===== src/rtl/ahb_lite_arbiter_if.sv =====
// Bus bundle for the two-master AHB-Lite arbiter: per-master request/response
// signals plus the shared system-side address, data and response signals.
interface ahb_lite_arbiter_if;
    logic [1:0]  HTRANS_M1, HTRANS_M2;
    logic        HWRITE_M1, HWRITE_M2;
    logic [2:0]  HSIZE_M1,  HSIZE_M2;
    logic [2:0]  HBURST_M1, HBURST_M2;
    logic [31:0] HADDR_M1,  HADDR_M2;
    logic [31:0] HWDATA_M1, HWDATA_M2;
    logic [3:0]  HPROT_M1,  HPROT_M2;
    logic        HREADY_M1, HREADY_M2;
    logic [31:0] HRDATA_M1, HRDATA_M2;
    logic [1:0]  HRESP_M1,  HRESP_M2;

    logic        HREADY;
    logic [31:0] HRDATA;
    logic [1:0]  HRESP;
    logic [1:0]  HTRANS;
    logic        HWRITE;
    logic [2:0]  HSIZE;
    logic [2:0]  HBURST;
    logic [31:0] HADDR;
    logic [3:0]  HPROT;
    logic [31:0] HWDATA;

    // master: the arbiter, which drives the shared bus on behalf of both cores
    modport master (
        input  HTRANS_M1, HTRANS_M2, HWRITE_M1, HWRITE_M2, HSIZE_M1, HSIZE_M2,
               HBURST_M1, HBURST_M2, HADDR_M1, HADDR_M2, HWDATA_M1, HWDATA_M2,
               HPROT_M1, HPROT_M2, HREADY, HRDATA, HRESP,
        output HREADY_M1, HREADY_M2, HRDATA_M1, HRDATA_M2, HRESP_M1, HRESP_M2,
               HTRANS, HWRITE, HSIZE, HBURST, HADDR, HPROT, HWDATA
    );

    // slave: the surroundings (requesting masters and the addressed slave)
    modport slave (
        output HTRANS_M1, HTRANS_M2, HWRITE_M1, HWRITE_M2, HSIZE_M1, HSIZE_M2,
               HBURST_M1, HBURST_M2, HADDR_M1, HADDR_M2, HWDATA_M1, HWDATA_M2,
               HPROT_M1, HPROT_M2, HREADY, HRDATA, HRESP,
        input  HREADY_M1, HREADY_M2, HRDATA_M1, HRDATA_M2, HRESP_M1, HRESP_M2,
               HTRANS, HWRITE, HSIZE, HBURST, HADDR, HPROT, HWDATA
    );
endinterface


===== src/rtl/ahb_lite_arbiter.sv =====
// Two-master AHB-Lite arbiter: registered grant with burst lock, debugger (M2)
// priority bounded by a core starvation limit, and data-phase response capture.
module ahb_lite_arbiter #(
    parameter int STARVE_LIMIT = 16
) (
    input  logic               clk,
    input  logic               rst,
    ahb_lite_arbiter_if.master bus
);
    localparam int SW = $clog2(STARVE_LIMIT + 1);
    localparam logic [SW-1:0] STREAK_MAX   = SW'(STARVE_LIMIT);
    localparam logic [1:0]    TR_IDLE      = 2'b00;
    localparam logic [1:0]    TR_NONSEQ    = 2'b10;
    localparam logic [1:0]    TR_SEQ       = 2'b11;
    localparam logic [2:0]    BURST_SINGLE = 3'b000;

    typedef enum logic {OWN_M1 = 1'b0, OWN_M2 = 1'b1} owner_t;

    owner_t        a_own_reg, a_own_next;
    owner_t        d_own_reg, d_own_next;
    logic          d_act_reg, d_act_next;
    logic [1:0]    pend_reg, pend_next;
    logic [31:0]   hold_data_reg, hold_data_next;
    logic [1:0]    hold_resp_reg, hold_resp_next;
    logic [SW-1:0] streak_reg, streak_next, streak_upd;

    logic [1:0]    trans [2];
    logic [1:0]    req;
    logic [1:0]    ready;
    logic [1:0]    cap;
    logic [31:0]   rdata [2];
    logic [1:0]    resp  [2];
    logic [1:0]    own_trans;
    logic [2:0]    own_burst;
    logic          own_req;
    logic          locked;

    assign trans[0] = bus.HTRANS_M1;
    assign trans[1] = bus.HTRANS_M2;

    assign own_trans = (a_own_reg == OWN_M2) ? bus.HTRANS_M2 : bus.HTRANS_M1;
    assign own_burst = (a_own_reg == OWN_M2) ? bus.HBURST_M2 : bus.HBURST_M1;
    assign own_req   = own_trans[1];
    assign locked    = (own_trans == TR_SEQ) ||
                       ((own_trans == TR_NONSEQ) && (own_burst != BURST_SINGLE));

    genvar gi;
    generate
        for (gi = 0; gi < 2; gi++) begin : g_mst
            localparam owner_t ME = (gi == 1) ? OWN_M2 : OWN_M1;
            logic is_a;
            logic is_d;
            logic idle;

            assign req[gi] = trans[gi][1];
            assign is_a    = (a_own_reg == ME);
            assign is_d    = (d_own_reg == ME) && d_act_reg;
            assign idle    = (trans[gi] == TR_IDLE);

            // A master that lost the address phase must not take HREADY as
            // acceptance of the address it is still holding; its data-phase
            // result is parked instead and replayed when it is regranted.
            assign ready[gi] = is_a      ? bus.HREADY :
                               is_d      ? (idle & bus.HREADY) :
                               pend_reg[gi] ? 1'b0 : idle;
            assign cap[gi]   = !is_a && is_d && !idle && bus.HREADY;
            assign rdata[gi] = pend_reg[gi] ? hold_data_reg : bus.HRDATA;
            assign resp[gi]  = pend_reg[gi] ? hold_resp_reg :
                               is_d         ? bus.HRESP     : 2'b00;
        end
    endgenerate

    // Count includes the M2 transfer being accepted this cycle, so the grant
    // flips to M1 right after the STARVE_LIMIT-th consecutive M2 transfer.
    always_comb begin
        streak_upd = streak_reg;
        if (!req[0] || (a_own_reg == OWN_M1)) begin
            streak_upd = '0;
        end else if (req[1] && (streak_reg != STREAK_MAX)) begin
            streak_upd = streak_reg + SW'(1);
        end
    end

    always_comb begin
        a_own_next     = a_own_reg;
        d_own_next     = d_own_reg;
        d_act_next     = d_act_reg;
        pend_next      = pend_reg;
        hold_data_next = hold_data_reg;
        hold_resp_next = hold_resp_reg;
        streak_next    = streak_reg;
        if (bus.HREADY) begin
            d_own_next  = a_own_reg;
            d_act_next  = own_req;
            streak_next = streak_upd;
            if (!locked) begin
                if (req[1] && (!req[0] || (streak_upd < STREAK_MAX))) begin
                    a_own_next = OWN_M2;
                end else if (req[0]) begin
                    a_own_next = OWN_M1;
                end
            end
            if (a_own_reg == OWN_M1) begin
                pend_next[0] = 1'b0;
            end else begin
                pend_next[1] = 1'b0;
            end
            if ((cap != 2'b00) && (pend_reg == 2'b00)) begin
                pend_next      = pend_next | cap;
                hold_data_next = bus.HRDATA;
                hold_resp_next = bus.HRESP;
            end
        end
    end

    always_ff @(posedge clk or posedge rst) begin
        if (rst) begin
            a_own_reg     <= OWN_M1;
            d_own_reg     <= OWN_M1;
            d_act_reg     <= 1'b0;
            pend_reg      <= 2'b00;
            hold_data_reg <= '0;
            hold_resp_reg <= 2'b00;
            streak_reg    <= '0;
        end else begin
            a_own_reg     <= a_own_next;
            d_own_reg     <= d_own_next;
            d_act_reg     <= d_act_next;
            pend_reg      <= pend_next;
            hold_data_reg <= hold_data_next;
            hold_resp_reg <= hold_resp_next;
            streak_reg    <= streak_next;
        end
    end

    assign bus.HTRANS    = (a_own_reg == OWN_M2) ? bus.HTRANS_M2 : bus.HTRANS_M1;
    assign bus.HWRITE    = (a_own_reg == OWN_M2) ? bus.HWRITE_M2 : bus.HWRITE_M1;
    assign bus.HSIZE     = (a_own_reg == OWN_M2) ? bus.HSIZE_M2  : bus.HSIZE_M1;
    assign bus.HBURST    = own_burst;
    assign bus.HADDR     = (a_own_reg == OWN_M2) ? bus.HADDR_M2  : bus.HADDR_M1;
    assign bus.HPROT     = (a_own_reg == OWN_M2) ? bus.HPROT_M2  : bus.HPROT_M1;
    assign bus.HWDATA    = (d_own_reg == OWN_M2) ? bus.HWDATA_M2 : bus.HWDATA_M1;

    assign bus.HREADY_M1 = ready[0];
    assign bus.HREADY_M2 = ready[1];
    assign bus.HRDATA_M1 = rdata[0];
    assign bus.HRDATA_M2 = rdata[1];
    assign bus.HRESP_M1  = resp[0];
    assign bus.HRESP_M2  = resp[1];
endmodule


===== src/flat_wrapper.sv =====
// flat-port wrapper written by rule: the top's interface ports become plain ports
module ahb_lite_arbiter_flat 
#(
    parameter int STARVE_LIMIT = 16
)
  (clk, rst, bus_HTRANS_M1, bus_HTRANS_M2, bus_HWRITE_M1, bus_HWRITE_M2, bus_HSIZE_M1, bus_HSIZE_M2, bus_HBURST_M1, bus_HBURST_M2, bus_HADDR_M1, bus_HADDR_M2, bus_HWDATA_M1, bus_HWDATA_M2, bus_HPROT_M1, bus_HPROT_M2, bus_HREADY, bus_HRDATA, bus_HRESP, bus_HREADY_M1, bus_HREADY_M2, bus_HRDATA_M1, bus_HRDATA_M2, bus_HRESP_M1, bus_HRESP_M2, bus_HTRANS, bus_HWRITE, bus_HSIZE, bus_HBURST, bus_HADDR, bus_HPROT, bus_HWDATA);
  ahb_lite_arbiter_if bus_i ();
  input  logic clk;
  input  logic rst;
  input wire logic [$bits(bus_i.HTRANS_M1)-1:0] bus_HTRANS_M1;
  input wire logic [$bits(bus_i.HTRANS_M2)-1:0] bus_HTRANS_M2;
  input wire logic [$bits(bus_i.HWRITE_M1)-1:0] bus_HWRITE_M1;
  input wire logic [$bits(bus_i.HWRITE_M2)-1:0] bus_HWRITE_M2;
  input wire logic [$bits(bus_i.HSIZE_M1)-1:0] bus_HSIZE_M1;
  input wire logic [$bits(bus_i.HSIZE_M2)-1:0] bus_HSIZE_M2;
  input wire logic [$bits(bus_i.HBURST_M1)-1:0] bus_HBURST_M1;
  input wire logic [$bits(bus_i.HBURST_M2)-1:0] bus_HBURST_M2;
  input wire logic [$bits(bus_i.HADDR_M1)-1:0] bus_HADDR_M1;
  input wire logic [$bits(bus_i.HADDR_M2)-1:0] bus_HADDR_M2;
  input wire logic [$bits(bus_i.HWDATA_M1)-1:0] bus_HWDATA_M1;
  input wire logic [$bits(bus_i.HWDATA_M2)-1:0] bus_HWDATA_M2;
  input wire logic [$bits(bus_i.HPROT_M1)-1:0] bus_HPROT_M1;
  input wire logic [$bits(bus_i.HPROT_M2)-1:0] bus_HPROT_M2;
  input wire logic [$bits(bus_i.HREADY)-1:0] bus_HREADY;
  input wire logic [$bits(bus_i.HRDATA)-1:0] bus_HRDATA;
  input wire logic [$bits(bus_i.HRESP)-1:0] bus_HRESP;
  output wire logic [$bits(bus_i.HREADY_M1)-1:0] bus_HREADY_M1;
  output wire logic [$bits(bus_i.HREADY_M2)-1:0] bus_HREADY_M2;
  output wire logic [$bits(bus_i.HRDATA_M1)-1:0] bus_HRDATA_M1;
  output wire logic [$bits(bus_i.HRDATA_M2)-1:0] bus_HRDATA_M2;
  output wire logic [$bits(bus_i.HRESP_M1)-1:0] bus_HRESP_M1;
  output wire logic [$bits(bus_i.HRESP_M2)-1:0] bus_HRESP_M2;
  output wire logic [$bits(bus_i.HTRANS)-1:0] bus_HTRANS;
  output wire logic [$bits(bus_i.HWRITE)-1:0] bus_HWRITE;
  output wire logic [$bits(bus_i.HSIZE)-1:0] bus_HSIZE;
  output wire logic [$bits(bus_i.HBURST)-1:0] bus_HBURST;
  output wire logic [$bits(bus_i.HADDR)-1:0] bus_HADDR;
  output wire logic [$bits(bus_i.HPROT)-1:0] bus_HPROT;
  output wire logic [$bits(bus_i.HWDATA)-1:0] bus_HWDATA;
  assign bus_i.HTRANS_M1 = bus_HTRANS_M1;
  assign bus_i.HTRANS_M2 = bus_HTRANS_M2;
  assign bus_i.HWRITE_M1 = bus_HWRITE_M1;
  assign bus_i.HWRITE_M2 = bus_HWRITE_M2;
  assign bus_i.HSIZE_M1 = bus_HSIZE_M1;
  assign bus_i.HSIZE_M2 = bus_HSIZE_M2;
  assign bus_i.HBURST_M1 = bus_HBURST_M1;
  assign bus_i.HBURST_M2 = bus_HBURST_M2;
  assign bus_i.HADDR_M1 = bus_HADDR_M1;
  assign bus_i.HADDR_M2 = bus_HADDR_M2;
  assign bus_i.HWDATA_M1 = bus_HWDATA_M1;
  assign bus_i.HWDATA_M2 = bus_HWDATA_M2;
  assign bus_i.HPROT_M1 = bus_HPROT_M1;
  assign bus_i.HPROT_M2 = bus_HPROT_M2;
  assign bus_i.HREADY = bus_HREADY;
  assign bus_i.HRDATA = bus_HRDATA;
  assign bus_i.HRESP = bus_HRESP;
  assign bus_HREADY_M1 = bus_i.HREADY_M1;
  assign bus_HREADY_M2 = bus_i.HREADY_M2;
  assign bus_HRDATA_M1 = bus_i.HRDATA_M1;
  assign bus_HRDATA_M2 = bus_i.HRDATA_M2;
  assign bus_HRESP_M1 = bus_i.HRESP_M1;
  assign bus_HRESP_M2 = bus_i.HRESP_M2;
  assign bus_HTRANS = bus_i.HTRANS;
  assign bus_HWRITE = bus_i.HWRITE;
  assign bus_HSIZE = bus_i.HSIZE;
  assign bus_HBURST = bus_i.HBURST;
  assign bus_HADDR = bus_i.HADDR;
  assign bus_HPROT = bus_i.HPROT;
  assign bus_HWDATA = bus_i.HWDATA;
  ahb_lite_arbiter #(.STARVE_LIMIT(STARVE_LIMIT)) u_core (.clk(clk), .rst(rst), .bus(bus_i));
endmodule

===== config.mk =====
export PLATFORM = sky130hd
export DESIGN_NAME = ahb_lite_arbiter_flat
export DESIGN_NICKNAME = d
export VERILOG_FILES = /design/src/rtl/ahb_lite_arbiter_if.sv /design/src/rtl/ahb_lite_arbiter.sv /design/src/flat_wrapper.sv
export SDC_FILE = /design/constraint.sdc
export NUM_CORES = 1
export LEC_CHECK = 0
export CAP_MARGIN = 0
export CORE_AREA = 2 2 129 131
export DETAILED_ROUTE_END_ITERATION = 16
export DIE_AREA = 0 0 131 133
export GPL_TIMING_DRIVEN = 0
export PLACE_DENSITY = 0.69
export SKIP_CTS_REPAIR_TIMING = 1
export SLEW_MARGIN = 10
export SYNTH_ARGS = -nofsm -noshare
export SYNTH_HDL_FRONTEND = slang
export SYNTH_SLANG_ARGS = --single-unit
export TNS_END_PERCENT = 20

===== constraint.sdc =====
create_clock -name clk -period 3.57 [get_ports clk]
set_clock_uncertainty 0.05 [all_clocks]
set_input_delay 0.714 -clock clk [delete_from_list [all_inputs] [get_ports clk]]
set_output_delay 0.714 -clock clk [all_outputs]
set_load 0.03 [all_outputs]

# After elaboration in Yosys (flattened, before gate mapping)
# Index checks and enable logic that the tools add are counted.
[classes]
bitwise = 6
eq_ne = 3
n_reduce_logical = 27
magnitude_cmp = 1
muxes = 28
addsub = 1
[op_table]
columns = ["cell", "n"]
rows = [
  ["32-bit two-way mux", 4],
  ["1-bit two-way mux", 13],
  ["1-bit logical AND", 12],
  ["2-bit two-way mux", 6],
  ["5-bit two-way mux", 2],
  ["2-bit zero test", 3],
  ["3-bit two-way mux", 2],
  ["5-bit by 1-bit adder with 5-bit output, second input constant", 1],
  ["5-bit < comparator, second input constant", 1],
  ["5-bit inequality test, second input constant", 1],
  ["2-bit == test, second input constant", 2],
  ["1-bit zero test", 4],
  ["4-bit two-way mux", 1],
  ["2-bit nonzero test", 2],
  ["1-bit logical OR", 3],
  ["1-bit inverter", 3],
  ["3-bit AND reduction", 1],
  ["3-bit nonzero test", 1],
  ["1-bit AND", 2],
  ["2-bit bitwise OR", 1],
  ["2-bit AND reduction", 1],
]
[totals]
regBits = 44
output_inout_bits = 147
inputBits = 191
word_cells = 73

# Logic depth before layout (Yosys ltp)
[depth]
ltp_word = 9
depth_mapped = 6
depth_no_buf = 6

# Worst setup path after synthesis
# OpenSTA, ideal clock, no wires.
[synth_timing]
path_kind = "in2out"
from = "input port bus_HTRANS_M2[1]"
to = "output port bus_HREADY_M2"
stages = 4
n_path_buf = 1
path_slack_ns = 0.918
required_ns = 2.806
t_arrival_ns = 1.888
cell_sequence = "buf_2 -> nor2_2 -> nand2_1 -> o32ai_1"
[synth_via]
elab_chain_len = 4
elab_cells_between_ends = 5
cone_classes = "mux (3); bitwise (1); reduce/logical (1)"
[synth_lines]
columns = ["item", "line_no", "rtl"]
rows = [
  ["from (decl)", "flat_wrapper.sv:11", "input wire logic [$bits(bus_i.HTRANS_M2)-1:0] bus_HTRANS_M2;"],
  ["2-bit zero test *", "ahb_lite_arbiter.sv:58", "assign idle = (trans[gi] == TR_IDLE);"],
  ["1-bit two-way mux / 1-bit AND (equally long branches)", "ahb_lite_arbiter.sv:65, ahb_lite_arbiter.sv:64", ""],
  ["1-bit two-way mux *", "ahb_lite_arbiter.sv:64", "is_d ? (idle & bus.HREADY) :"],
  ["1-bit two-way mux *", "ahb_lite_arbiter.sv:63", "assign ready[gi] = is_a ? bus.HREADY :"],
  ["to (decl)", "flat_wrapper.sv:28", "output wire logic [$bits(bus_i.HREADY_M2)-1:0] bus_HREADY_M2;"],
]
# Mark *: on every way between the ends. The rest lies on a longest branch, timed or not.

# Final worst setup path
[layout_timing]
from = "input port bus_HTRANS_M2[0]"
to = "output port bus_HREADY_M2"
# Same word-level chain as after synthesis.

==> results by group <==
Finish
  • Largest register FFs: 32
  • Fillers: 1466
  • Final Non-Filler Cells: about 880
  • Share of cells above drive strength 1: 31.92%
  • Synth-to-layout area growth: 101.4%
  • Final nets: ~850
  • Post-route cell area: between 7000 and 8000 um^2

Die
  • Die area: about 17000 um^2
  • Num ports: around 340
  • Chip height: 133 um
  • Initial core utilization: a little under a quarter
  • Core ar.: approximately 16000 um^2
  • Die width: 131 um
  • # rows: 47

Global routing
  • Gr ovfl total: 0
  • Antenna violations before repair: 2
  • GR Util All Layers: a little under a fifth
  • Pin count of the biggest net entering global routing: 29
  • Global-route wire length before repair: about 25000 um
  • Vias in the first global route: between 4000 and 5000

Worst setup path
  • Critical Path RT: 2.81 ns
  • R2R Path Start: u_core.d_act_reg
  • CP startpoint kind: input port
  • Crit path max fanout: 4
  • CP Capture Type: output port
  • CP arrival: around 2.7 ns
  • Critical path type: in -> out
  • Crit path from: bus_HTRANS_M2[0]

Detailed routing
  • WL/cell: 19.35 um
  • Pre-antenna DRT Iters: 4
  • Antenna Nets Post-Route: 0
  • DRC: 0
  • Post-Route WL: 17060 um
  • Vias after detailed routing: 3984
  • DR vias/cell: 4.517
  • Initial DRC count: approximately 190

Yosys
  • Syn_nets: 510
  • Post-synth EDFFs: 0
  • Area leader, netlist: mux2_2
  • Cells after synthesis: 317
  • Register area share after synthesis: between 20% and 30%
  • Yosys cell types: 37
  • Synth area leaders: mux2_2, dfrtp_1, mux2_4, buf_2, o21ai_0
  • Register bit total from synthesis: 44
  • Async SR Flop Fraction: between 90% and 100%
  • Prevailing post-synth register cell: dfrtp_1
  • Syn Area/Cell: 11.92 um^2
  • Yosys top cell area share: between 40% and 50%
  • Yosys warnings: 0
  • Post-Synthesis Cell Area: ~3800 um^2

Outcome
  • Status: finished clean

Clock network
  • Reg clk slew, reported paths: approximately 0.060 ns
  • CTS Buffer Depth: 2
  • Htree depth: 2
  • CTS tree: yes
  • Clk root buf: clkbuf_16
  • Clk Latency, worst-skew pair: about 0.29 ns
  • CTS Buf Count: 5
  • Clock sinks: between 40 and 50

Min path
  • Hold Path Origin: u_core.streak_reg[4]
  • Worst Hold Class: reg -> reg

Power
  • Max VDD drop: ~0.27 mV
  • Lkg Pwr: 3.027 nW
  • Power Density: about 570 nW/um^2

STA
  • Fin crit period: approximately 3.5 ns
  • Slew @ Worst Pin: 0.6838 ns
  • Final critical-path share of the clock period: 97.62%
  • Rel. slew slack: a little over half
  • Final Hold Fails: 0
  • Final Slew Violations: 0
  • F_max: between 200 and 300 MHz
  • RSZ-0062 raised after global routing: true
  • Setup ws final: between 0.08 and 0.09 ns
  • Final count of negative-setup-slack endpoints: 0

Placement
  • DP Area: 7427 um^2
  • # placed instances: slightly below 900
  • DP Wirelength: ~14000 um
  • PortBufs: between 300 and 400
  • Pre-CTS setup slack: 0.02861 ns
  • Global placer's final weighted congestion: 0.7977

Flow run
  • MaxCap Viol Count: 0
cells by family after synthesis:
group                      count (synthesis)  share of synthesized area (%)
buffers and inverters                     29                          3.907
DFF                                       44                          29.14
xor gates and xnor gates                   1                         0.2318
adders and majority gates                  2                         0.6621
muxes                                    178                          55.99
and+or+nand+nor                           38                          5.563
AOI/OAI and AO/OA                         25                          4.504
metal layers:
layer | up-vias | share of wire (%) | GRT usage (%) | wire length [um]
met2 | 184 | 51 | 33.33 | 8749
met3 | 22 | 6.4 | 4.327 | 1094
met5 | - | 0.059 | 0 | 10
met1 | 1913 | 40 | 22.87 | 6909
met4 | 2 | 1.8 | 4.433 | 300
li1 | 1863 | - | - | -
cell usage in the layout (no fill, tap or decap), types with 2 or more instances in the layout:
cell type and count:
clkdlybuf4s50_1 334, clkbuf_16 5, nor4_1 3, a21oi_1 3, o31ai_1 2, dfrtp_1 44
buf_2 13, inv_1 3, mux2_2 147, o21ai_0 10, clkbuf_1 4, buf_6 3
nor3_2 2, a31o_2 2, nor2b_1 2, nand2_1 12, nor2_1 5, buf_1 5
ha_1 2, nor2_2 2, mux2_4 30, nand4_1 2, nand3_1 4
power by group:
part / internal (mW) / leakage, nW / switching [mW]
sequential: 0.710 / 0.537 / 0.155
clock: 0.351 / 0.0871 / 0.203
combinational: 1.47 / 2.40 / 1.42
total: 2.53 / 3.03 / 1.78
critical path, stage by stage:
cell and delay, ns:
clkdlybuf4s50_1 0.56, nor2_2 0.24, nand2_1 0.09, o32ai_1 0.33, clkdlybuf4s50_1 0.78
cell usage after synthesis, types with 2 or more instances:
| master | n |
|---|---|
| mux2_2 | 147 |
| dfrtp_1 | 44 |
| mux2_4 | 30 |
| buf_2 | 13 |
| nand2_1 | 12 |
| o21ai_0 | 10 |
| buf_1 | 5 |
| nor2_1 | 5 |
| clkbuf_1 | 4 |
| inv_1 | 4 |
| nand3_1 | 4 |
| a21oi_1 | 3 |
| buf_6 | 3 |
| nor4_1 | 3 |
| a31o_2 | 2 |
| ha_1 | 2 |
| nand4_1 | 2 |
| nor2_2 | 2 |
| nor2b_1 | 2 |
| nor3_2 | 2 |
| o31ai_1 | 2 |
metrics by stage:
stage | util, % | total power [mW] | hold WS (ns) | TNS, ns
2_1_floorplan | - | 2.606 | 0.4349 | 0
3_3_place_gp | 45.80 | 3.719 | 0.4557 | 0
3_5_place_dp | 45.93 | 3.758 | 0.4624 | 0
4_1_cts | 47.03 | 4.343 | 0.4797 | 0
5_1_grt | 47.04 | 4.511 | 0.4929 | -0.03104
6_report | 47.06 | 4.310 | 0.4798 | 0
worst paths after layout:
check	slack (ns)	cells after the start	end
max	0.09	5	bus_HREADY_M2
min	0.48	1	u_core.streak_reg[4]
max reg2reg	1.80	5	u_core.hold_data_reg[31]
min reg2reg	0.48	1	u_core.streak_reg[4]
max in group asynchronous	2.30	3	u_core.hold_data_reg[25]
min in group asynchronous	0.68	2	u_core.hold_data_reg[1]
area by class of cell:
| cell class | instances | area [um^2] | share of cell area (%) |
|---|---|---|---|
| diodes | 1 | 2.502 | 0.03288 |
| plain buffers | 25 | 132.6 | 1.743 |
| clock buffers | 6 | 138.9 | 1.825 |
| clock inverters | 2 | 38.79 | 0.5097 |
| inverters | 4 | 15.01 | 0.1973 |
| multi-input cells | 244 | 2530 | 33.25 |
| flip-flops and latches | 44 | 1101 | 14.47 |
| well taps | 220 | 275.3 | 3.617 |
| repair buffers | 336 | 3376 | 44.36 |
Power figures use the tool's default switching activity.
